$ cat config.mk
export PLATFORM = sky130hd
export DESIGN_NAME = move_entry
export DESIGN_NICKNAME = d
export VERILOG_FILES = /design/src/rtl/game_pkg.sv /design/src/rtl/button_conditioner.sv /design/src/rtl/move_entry.sv
export SDC_FILE = /design/constraint.sdc
export NUM_CORES = 1
export LEC_CHECK = 0
export BUFFER_PORTS_ARGS = -buffer_cell sky130_fd_sc_hd__buf_2
export CORE_AREA = 2 2 46 79
export DETAILED_ROUTE_END_ITERATION = 10
export DIE_AREA = 0 0 48 81
export GPL_TIMING_DRIVEN = 0
export PLACE_DENSITY = 0.73
export SYNTH_ARGS = -nofsm -noshare
export SYNTH_HDL_FRONTEND = slang
export SYNTH_HIERARCHICAL = 1
export SYNTH_SLANG_ARGS = --single-unit
$ cat constraint.sdc
create_clock -name clk -period 1.86 [get_ports clk]
set_input_delay 0.186 -clock clk [delete_from_list [all_inputs] [get_ports clk]]
set_output_delay 0.186 -clock clk [all_outputs]
set_load 0.02 [all_outputs]
$ cat src/rtl/game_pkg.sv
// Shared definitions for the Triangles vs Circles game: board defaults, move payload, entry FSM states.
package game_pkg;

  localparam int unsigned DEFAULT_BOARD_SIZE = 10;
  localparam int unsigned DEFAULT_COORD_W    = 4;

  typedef struct packed {
    logic [DEFAULT_COORD_W-1:0] x;
    logic [DEFAULT_COORD_W-1:0] y;
  } move_t;

  typedef enum logic [1:0] {
    ST_COLLECT = 2'd0,
    ST_FULL    = 2'd1,
    ST_PENDING = 2'd2
  } entry_state_t;

endpackage

$ cat src/rtl/button_conditioner.sv
// Raw push-button to one-cycle press pulse: 2-flop synchronizer, optional debounce, rising-edge detect.
// Debounce filter is built only when MOVE_ENTRY_DEBOUNCE_EN is defined.
module button_conditioner #(
  parameter int unsigned DEBOUNCE_CYCLES = 250000
) (
  input  logic clk,
  input  logic reset,
  input  logic raw,
  output logic press
);

  logic sync_1;
  logic sync_2;
  logic level;
  logic level_d;

  always_ff @(posedge clk or posedge reset) begin
    if (reset) begin
      sync_1 <= 1'b0;
      sync_2 <= 1'b0;
    end else begin
      sync_1 <= raw;
      sync_2 <= sync_1;
    end
  end

`ifdef MOVE_ENTRY_DEBOUNCE_EN
  localparam int unsigned CNT_W = $clog2(DEBOUNCE_CYCLES + 1);
  localparam logic [CNT_W-1:0] CNT_LAST = CNT_W'(DEBOUNCE_CYCLES - 1);

  logic [CNT_W-1:0] cnt;

  // Accept the new level only after DEBOUNCE_CYCLES consecutive differing samples.
  always_ff @(posedge clk or posedge reset) begin
    if (reset) begin
      cnt   <= '0;
      level <= 1'b0;
    end else if (sync_2 == level) begin
      cnt <= '0;
    end else if (cnt == CNT_LAST) begin
      cnt   <= '0;
      level <= sync_2;
    end else begin
      cnt <= cnt + CNT_W'(1);
    end
  end
`else
  logic cfg_unused;
  assign cfg_unused = ^32'(DEBOUNCE_CYCLES);
  assign level      = sync_2;
`endif

  always_ff @(posedge clk or posedge reset) begin
    if (reset) begin
      level_d <= 1'b0;
      press   <= 1'b0;
    end else begin
      level_d <= level;
      press   <= level & ~level_d;
    end
  end

endmodule

$ cat src/rtl/move_entry.sv
// Player move entry: conditions three buttons, assembles a bit-serial coordinate pair,
// range-checks it and offers it over valid/ready. Debounce enabled by MOVE_ENTRY_DEBOUNCE_EN.
module move_entry
  import game_pkg::*;
#(
  parameter int unsigned BOARD_SIZE      = DEFAULT_BOARD_SIZE,
  parameter int unsigned COORD_W         = DEFAULT_COORD_W,
  parameter int unsigned DEBOUNCE_CYCLES = 250000
) (
  input  logic                 clk,
  input  logic                 reset,
  input  logic                 logic_0_button,
  input  logic                 logic_1_button,
  input  logic                 activity_button,
  output logic                 move_valid,
  input  logic                 move_ready,
  output logic [COORD_W-1:0]   move_x,
  output logic [COORD_W-1:0]   move_y,
  output logic [2*COORD_W-1:0] entry_buf,
  output logic [3:0]           bit_count,
  output logic                 entry_error
);

  localparam int unsigned ENTRY_W = 2 * COORD_W;
  localparam logic [3:0] COUNT_FULL = 4'(ENTRY_W);
  localparam logic [COORD_W:0] COORD_LIMIT = (COORD_W + 1)'(BOARD_SIZE);

  localparam logic [1:0] COLLECT = 2'(ST_COLLECT);
  localparam logic [1:0] FULL    = 2'(ST_FULL);
  localparam logic [1:0] PENDING = 2'(ST_PENDING);

  logic p0;
  logic p1;
  logic pa;

  button_conditioner #(.DEBOUNCE_CYCLES(DEBOUNCE_CYCLES)) u_btn_0 (
    .clk   (clk),
    .reset (reset),
    .raw   (logic_0_button),
    .press (p0)
  );

  button_conditioner #(.DEBOUNCE_CYCLES(DEBOUNCE_CYCLES)) u_btn_1 (
    .clk   (clk),
    .reset (reset),
    .raw   (logic_1_button),
    .press (p1)
  );

  button_conditioner #(.DEBOUNCE_CYCLES(DEBOUNCE_CYCLES)) u_btn_a (
    .clk   (clk),
    .reset (reset),
    .raw   (activity_button),
    .press (pa)
  );

  logic [1:0]         state;
  logic [1:0]         state_n;
  logic [ENTRY_W-1:0] buf_n;
  logic [3:0]         count_n;
  logic [COORD_W-1:0] x_n;
  logic [COORD_W-1:0] y_n;
  logic               valid_n;
  logic               error_n;

  logic [COORD_W-1:0] entry_x;
  logic [COORD_W-1:0] entry_y;
  logic               coords_ok;

  assign entry_x   = entry_buf[ENTRY_W-1 -: COORD_W];
  assign entry_y   = entry_buf[COORD_W-1:0];
  assign coords_ok = ({1'b0, entry_x} < COORD_LIMIT) && ({1'b0, entry_y} < COORD_LIMIT);

  always_ff @(posedge clk or posedge reset) begin
    if (reset) begin
      state       <= COLLECT;
      entry_buf   <= '0;
      bit_count   <= '0;
      move_x      <= '0;
      move_y      <= '0;
      move_valid  <= 1'b0;
      entry_error <= 1'b0;
    end else begin
      state       <= state_n;
      entry_buf   <= buf_n;
      bit_count   <= count_n;
      move_x      <= x_n;
      move_y      <= y_n;
      move_valid  <= valid_n;
      entry_error <= error_n;
    end
  end

  // Submit has priority over bit presses; simultaneous 0 and 1 presses cancel out.
  always_comb begin
    state_n = state;
    buf_n   = entry_buf;
    count_n = bit_count;
    x_n     = move_x;
    y_n     = move_y;
    valid_n = move_valid;
    error_n = 1'b0;
    case (state)
      COLLECT: begin
        if (pa) begin
          error_n = 1'b1;
          buf_n   = '0;
          count_n = '0;
        end else if (p0 ^ p1) begin
          buf_n   = {entry_buf[ENTRY_W-2:0], p1};
          count_n = bit_count + 4'd1;
          if (count_n == COUNT_FULL) begin
            state_n = FULL;
          end
        end
      end
      FULL: begin
        if (pa) begin
          if (coords_ok) begin
            x_n     = entry_x;
            y_n     = entry_y;
            valid_n = 1'b1;
            state_n = PENDING;
          end else begin
            error_n = 1'b1;
            buf_n   = '0;
            count_n = '0;
            state_n = COLLECT;
          end
        end
      end
      PENDING: begin
        if (move_valid && move_ready) begin
          valid_n = 1'b0;
          buf_n   = '0;
          count_n = '0;
          state_n = COLLECT;
        end
      end
      default: begin
        state_n = COLLECT;
      end
    endcase
  end

endmodule

# Yosys cells after proc, flatten, opt, wreduce, memory -nomap -nowiden
# Cells that the tools add are included.
# word_totals
ff_bits,36
inputBits,6
out_inout_bits,22
word_cells,76
# op_classes
n_addsub,1
magnitude_cmp,2
eq_ne,11
mux,27
bitwise,7
reduce_logical,9
# op_table
op,count
8-bit two-way mux,5
8-bit case mux with 3 select lines,1
4-bit two-way mux,5
2-bit two-way mux,6
2-bit != test (second input constant),6
4-bit case mux with 3 select lines,1
5-bit AND reduction,2
4-bit < comparator (second input constant),2
1-bit two-way mux,6
2-bit case mux with 3 select lines,1
4-bit by 1-bit adder with 4-bit output (second input constant),1
4-bit == test (second input constant),1
1-bit case mux with 2 select lines,2
4-bit AND reduction,1
1-bit AND,3
3-bit by 2-bit != test with 1-bit output (second input constant),1
1-bit NOT,3
3-bit AND reduction,1
3-bit nonzero test,1
2-bit by 1-bit == test with 1-bit output (second input constant),1
2-bit == test (second input constant),1
1-bit logical AND,2
2-bit zero test,1
2-bit by 1-bit != test with 1-bit output (second input constant),1
other kinds (2),2

# Depth between registers and ports, before layout
# Gate-level depths: netlist of the first run.
# logic_depth
word_depth,6
mapped_depth,7
mapped_depth_nobuf,6

# By module
# Netlist of the first run, hierarchy kept.
# by_module_without_submodules
mod,instances,cells_each,area_per_inst_um2,seq_area_each_um2
move_entry,1,93,1139.8,600.6
button_conditioner,3,6,117.6,100.1

# Worst setup path after synthesis of the first run
# Ideal clock, no wire load.
# synth_path
path_kind,register -> register
from,register state[0]
to,register bit_count[0]
setup_time_ns,0.064
arrival_ns,1.781
required_ns,1.796
setup_slack_ns,0.014
stages_incl_launch_ff,7
path_buffers,1
synth_period_minus_slack_ns,1.846
cell_sequence,dfrtp_1 -> inv_1 -> ha_1 -> or4_4 -> a211oi_4 -> buf_6 -> mux2_2
# synth_via
elab_chain_len,3
elab_cells_between_ends,10
classes_between,eq/ne: 6; mux: 1; reduce/logical: 3
# synth_rtl
element,line,rtl
start: declaration,move_entry.sv:57,logic [1:0] state;
start signal: assignment,move_entry.sv:84,state <= state_n;
2-bit by 1-bit == test with 1-bit output (tied with other cells),move_entry.sv:103,case (state)
2-bit != test (no source line) (tied with other cells),--,
5-bit AND reduction (no source line),--,
end signal: assignment,move_entry.sv:86,bit_count <= count_n;
end: declaration,move_entry.sv:20,"output logic [3:0] bit_count,"
# Parallel ways exist; a longest one is shown, timed or not.
# A chain may end at the register's enable or synchronous reset.

# Worst setup path after layout of the first run
# layout_path
from,register state[0]
to,register bit_count[3]
# The elaborated chain is that of the path after synthesis.

==> results of run 1 <==
[routing by layer]
layer | share of wire (%) | routed length, µm | track usage (%)
met2 | 56 | 1585 | 27.47
met4 | 3.6 | 103 | 11.89
met1 | 36 | 1036 | 19.91
met3 | 4.4 | 125 | 4.000
met5 | 0 | 0 | 0
[worst register-to-register path, cell delays in order, from the launching register on]
cell and delay [ps]:
dfrtp_1 440, ha_2 220, or4_4 550, a211oi_4 270, and3_1 210, a221o_1 100
[power groups by stage]
stage               sequential, mW  clock, mW  combinational (mW)
floorplan                     1.02          0               0.253
finish                       0.952      0.546               0.500
global route                 0.967      0.603               0.548
CTS                          0.950      0.567               0.486
detailed placement           0.962          0               0.449
global placement             0.954          0               0.439
[cell families (layout without fill, tap and decap cells)]
| family | count (synthesis) | in the layout | synth area share, % |
|---|---|---|---|
| compound gates | 27 | 27 | 14.33 |
| fa+ha+maj | 5 | 5 | 4.191 |
| flops | 36 | 36 | 60.35 |
| simple gates | 22 | 22 | 9.975 |
| xor+xnor | 1 | 1 | 0.5869 |
| buf+inv | 10 | 49 | 3.101 |
| mux | 10 | 10 | 7.460 |
[cell usage after synthesis, drive strengths merged (2+ instances only)]
library cell   n
a211oi         3
a21boi         3
a21oi          2
a22o           9
a31oi          2
buf            2
dfrtp         36
ha             5
inv            8
mux2           9
nand2b         2
nand3          3
nor2           6
nor2b          4
o21ai          4
[final cells by class]
class                      instances  area, µm²
buffer                             2      18.77
clock buffer                       8      90.09
fill                             295       1475
inverter                           8      30.03
multi-input combinational         65      583.1
sequential                        36      900.9
tap                               45      56.30
timing repair buffer              31      173.9
[flip-flops by register name, summed over array words and instances (netlist names), 2 cells and up]
register and cells:
state 2, bit_count 4, entry_buf 8, move_y 4
move_x 4
[through the flow]
stage | setup TNS (ps) | total power [mW]
final | 0 | 1.998
after global routing | -300.8 | 2.118
after CTS | 0 | 2.003
after detailed placement | -1382 | 1.410
after global placement | -920.2 | 1.392
after floorplan | 0 | 1.270
[worst paths after layout]
check                                start         endpoint  slack [ps]  cells after the start
max                               state[0]     bit_count[3]          30                      5
min                        activity_button   u_btn_a/sync_1          10                      1
max reg2reg                       state[0]     bit_count[3]          30                      5
min reg2reg                 u_btn_a/sync_1    u_btn_a/level         350                      0
max in group asynchronous            reset        move_x[1]         620                      3
min in group asynchronous            reset  u_btn_a/level_d         350                      3
[repair_timing]
action / 4_1_cts / 5_1_grt
hold endpoints to repair: 12 / 1
gates cloned: 1 / 0
hold buffers: 1 / 1
endpoints found under the setup margin: 12 / 13
resized for setup: 8 / 5
buffers inserted: 1 / 0
pin swaps: 4 / 2
==> flow_summary.toml, run 1 <==
[power]
power.switching_mw = 0.6091
intPower_mw = 1.389
pwr-share-comb_pct = 25.0
powerDensity_nw_per_um2 = 1078
peakVddDrop_mv = 0.6934
clkPwrFrac_pct = 27.3
leakage_nw = 0.9266
switching_share_pct = 30.48
p_seq_share_pct = 47.6

[final_layout]
drive_gt1_share_pct = 40.00
postLayoutCellArea_um2 = 1853
n_antenna_cell = 0
layout.nets = 160
stdcell_count = 195
layout_commonest_cell = "dfrtp_1"
synthToLayoutAreaGrowth_pct = 24.14
fin_util_pct = 55.68
layout_common_cells = "dfrtp_1, buf_2, a22o_1, mux2_2"

[synth]
synth_flop_cell = "dfrtp_1"
synth.distinct_cells = 33
netlist_area_um2 = 1493
yosysTopAreaCellShare_pct = 60.35
yosysTopAreaCell = "dfrtp_1"
yosysWarnings = 6
syn_area_per_cell_um2 = 13.45
synth-edff-count = 0
synthArstFlopShare_pct = 100.0
synth-seq-cells = 36
ys_top_cells_by_area = "dfrtp_1, mux2_2, a22o_1"
synth_fp_nets = 122
synth-seq-area-share_pct = 60.35
synthCells = 111

[placed_design]
place_area_um2 = 1684
hpwl_um = 2081
dp_slack_ps = -142.8
place_congestion = 0.8638
port-buffer-count = 27
placed_cells = 183

[detailed_routing]
antenna_left = 0
routedWlPerCell_um = 14.62
drc_errors = 0
avgViaCountPerCell = 5.236
vias = 1021
routed_wl_um = 2850
drt_iter0_drc = 18
firstDrtPassIters = 4

[timing]
period_needed_ps = 1831
fmax_ghz = 0.5463
fin_ws_ps = 29.45
tightestPinTransition_ps = 910.4
rsz0062_at_grt = "yes"
fin_hold_ws_ps = 14.43
min_period_over_period_pct = 98.42
clock_skew_ps = 7.490
max_slew_margin_pct = 39.24
finalHoldViolCount = 0
setup_viol_count_final = 0
drv_slew = 0

[critical_path]
cp_slowest_stage_delay_ps = 550
cp-start-kind = "register"
cp_max_fo = 4
path_buf_inv = 0
cp_top_family = "simple AND/OR/NAND/NOR gates"
cp.required_ps = 2080
cp_slowest_cell = "or4_4"
crit_type = "register to register"
arrival_ps = 2050
cp_cell_sequence = "ha_2, or4_4, a211oi_4, and3_1, a221o_1"
cp-end-kind = "register"

[run]
cap_violations = 0

[global_route]
overflow = 0
grt_pass1_wl_um = 4616
track_usage_pct = 17.46
first_global_vias = 1018
antenna_found_initial = 0
grt_max_degree = 25

[clock_network]
tritoncts = "built"
insertion_delay_ps = 280
htree_levels = 2
cts_buffers = 5
clkSlewWorstSetupHoldPaths_ps = 70
cts_sinks = 36
cts_max_path_buffers = 2
cts_root_buf = "clkbuf_8"

[die]
ios = 28
die_area_um2 = 3888
die_w_um = 48
core_area_um2 = 3328
row_count = 28
start_util_pct = 44.85
die_h_um = 81

[min_path]
hold_path_class = "input port to register"

[run_status]
status = "complete, no violations"
(Power assumes the default switching activity.)
==> run 2, diff against run 1 <==
Settings changed: PLACE_DENSITY 0.73 to 0.71.
==> run 2 against run 1 <==
  * The flow now finishes with violations (setup timing)
  * Largest power group unchanged
  * Critical endpoint is now entry_buf[0]
  * Largest cell class unchanged
  * Power increased by 12%
  * Worst setup slack got worse by 100 ps
  * Core utilization increased by 3.6 points
==> flow_summary.toml, run 2 (same netlist as run 1, synthesis figures left out) <==
[run_status]
status = "finished, violations left"
violations = "setup timing"

[final_layout]
layout_commonest_cell = "dfrtp_1"
synthToLayoutAreaGrowth_pct = 32.19
top_register = "entry_buf"
n_antenna_cell = 0
stdcell_count = 203
layout.nets = 168
fin_util_pct = 59.29
largest_reg_flops = 8
layout_common_cells = "dfrtp_1, buf_2, a22o_1, mux2_2, clkbuf_8"
drive_gt1_share_pct = 43.67

[timing]
setup_viol_count_final = 11
finalHoldViolCount = 0
period_needed_ps = 1934
drv_slew = 0
tightestPinTransition_ps = 904.2
max_slew_margin_pct = 39.65
clock_skew_ps = 7.275
fin_ws_ps = -74.20
rsz0062_at_grt = "yes"
min_period_over_period_pct = 104.0
fmax_ghz = 0.5170

[clock_network]
htree_levels = 2
cts_buffers = 5
cts_max_path_buffers = 2
tritoncts = "built"
insertion_delay_ps = 280
cts_root_buf = "clkbuf_8"
cts_sinks = 36
clkSlewWorstSetupHoldPaths_ps = 70

[die]
start_util_pct = 44.85
die_h_um = 81
ios = 28
core_area_um2 = 3328
die_area_um2 = 3888
die_w_um = 48
row_count = 28

[detailed_routing]
drt_iter0_drc = 15
antenna_left = 0
avgViaCountPerCell = 5.281
drc_errors = 0
routedWlPerCell_um = 14.93
routed_wl_um = 3031
vias = 1072
firstDrtPassIters = 2

[power]
powerDensity_nw_per_um2 = 1136
peakVddDrop_mv = 0.7874
leakage_nw = 0.9872

[critical_path]
cp.required_ps = 2070
cp-end-kind = "register"
cp_top_family = "simple AND/OR/NAND/NOR gates"
cp_max_fo = 5
cp-start-kind = "register"
cp_slowest_stage_delay_ps = 540
cp_slowest_cell = "or4_4"
cpMostUsedCell = "buf_6"
cp_cell_sequence = "buf_6, ha_4, or4_4, a211oi_4, buf_6, a22o_1"
path_buf_inv = 2
arrival_ps = 2150
crit_type = "register to register"
critPathLaunch = "state[1]"
timing.rr.start = "state[1]"

[global_route]
overflow = 0
grt_max_degree = 25
first_global_vias = 1065
grt_pass1_wl_um = 4947
track_usage_pct = 18.19
antenna_found_initial = 0

[run]
cap_violations = 0

[min_path]
hold_path_class = "input port to register"
worstHoldStart = "move_ready"

[placed_design]
hpwl_um = 2089
port-buffer-count = 27
placed_cells = 183
place_congestion = 0.9223
run 2: cell count changes in the layout (fill, tap and decap cells not counted), sizes merged:
cell	change
buf	+5
dlygate4sd3	+2
bufinv	+1
run 2: worst min-delay path, cell delays in order:
cell and delay (ps):
buf_2 120, nand2_1 60, o21ai_0 70, o21ai_1 80
run 2: area by class of cell:
| class | instances | area [µm²] |
|---|---|---|
| tap | 45 | 56.30 |
| buffer | 2 | 18.77 |
| sequential | 36 | 902.1 |
| fill | 276 | 1355 |
| timing repair buffer | 39 | 242.7 |
| multi-input combinational | 65 | 596.8 |
| inverter | 8 | 30.03 |
| clock inverter | 1 | 30.03 |
| clock buffer | 7 | 96.34 |
run 2: path summary, 6_finish.rpt:
| kind | end | slack, ps | cells past startpoint |
|---|---|---|---|
| setup / recovery | entry_buf[0] | -70 | 6 |
| hold / removal | move_valid | 280 | 4 |
| setup reg to reg | entry_buf[0] | -70 | 6 |
| hold reg to reg | u_btn_1/level | 360 | 0 |
| max in group asynchronous | state[0] | 570 | 3 |
| min in group asynchronous | u_btn_a/press | 360 | 3 |
run 2: what timing repair did:
item	4_1_cts	5_1_grt
resized for setup	5	11
hold buffers	3	1
pin swaps	1	13
endpoints found under the setup margin	12	19
endpoints found under the hold margin	14	1
cloned	1	0
setup buffers	4	3
run 2: through the flow:
stage	area (µm²)	hold WS, ps	worst slack (ps)	total power [mW]	TNS (ps)
3_5_place_dp	1684	104.3	-126.9	1.417	-1267
2_1_floorplan	1493	-47.92	14.22	1.270	0
6_report	1973	275.8	-74.20	2.241	-452.6
3_3_place_gp	1684	93.56	-93.31	1.391	-932.8
5_1_grt	1973	311.4	-123.3	2.356	-1117
4_1_cts	1894	1.990	-18.08	2.219	-93.41
run 2: per-layer routing:
metal	global-route usage [%]	vias up	wire, µm
met1	21.35	559	1163
met2	29.60	18	1737
met3	5.556	4	85
li1	-	491	-
met4	7.568	0	45
met5	0	-	0
run 2: where the power goes:
part	internal (mW)	total, mW	switching [mW]	leakage (nW)
sequential	0.861	0.958	0.0971	0.469
combinational	0.261	0.549	0.288	0.453
clock	0.473	0.734	0.261	0.0645
total	1.59	2.24	0.646	0.987
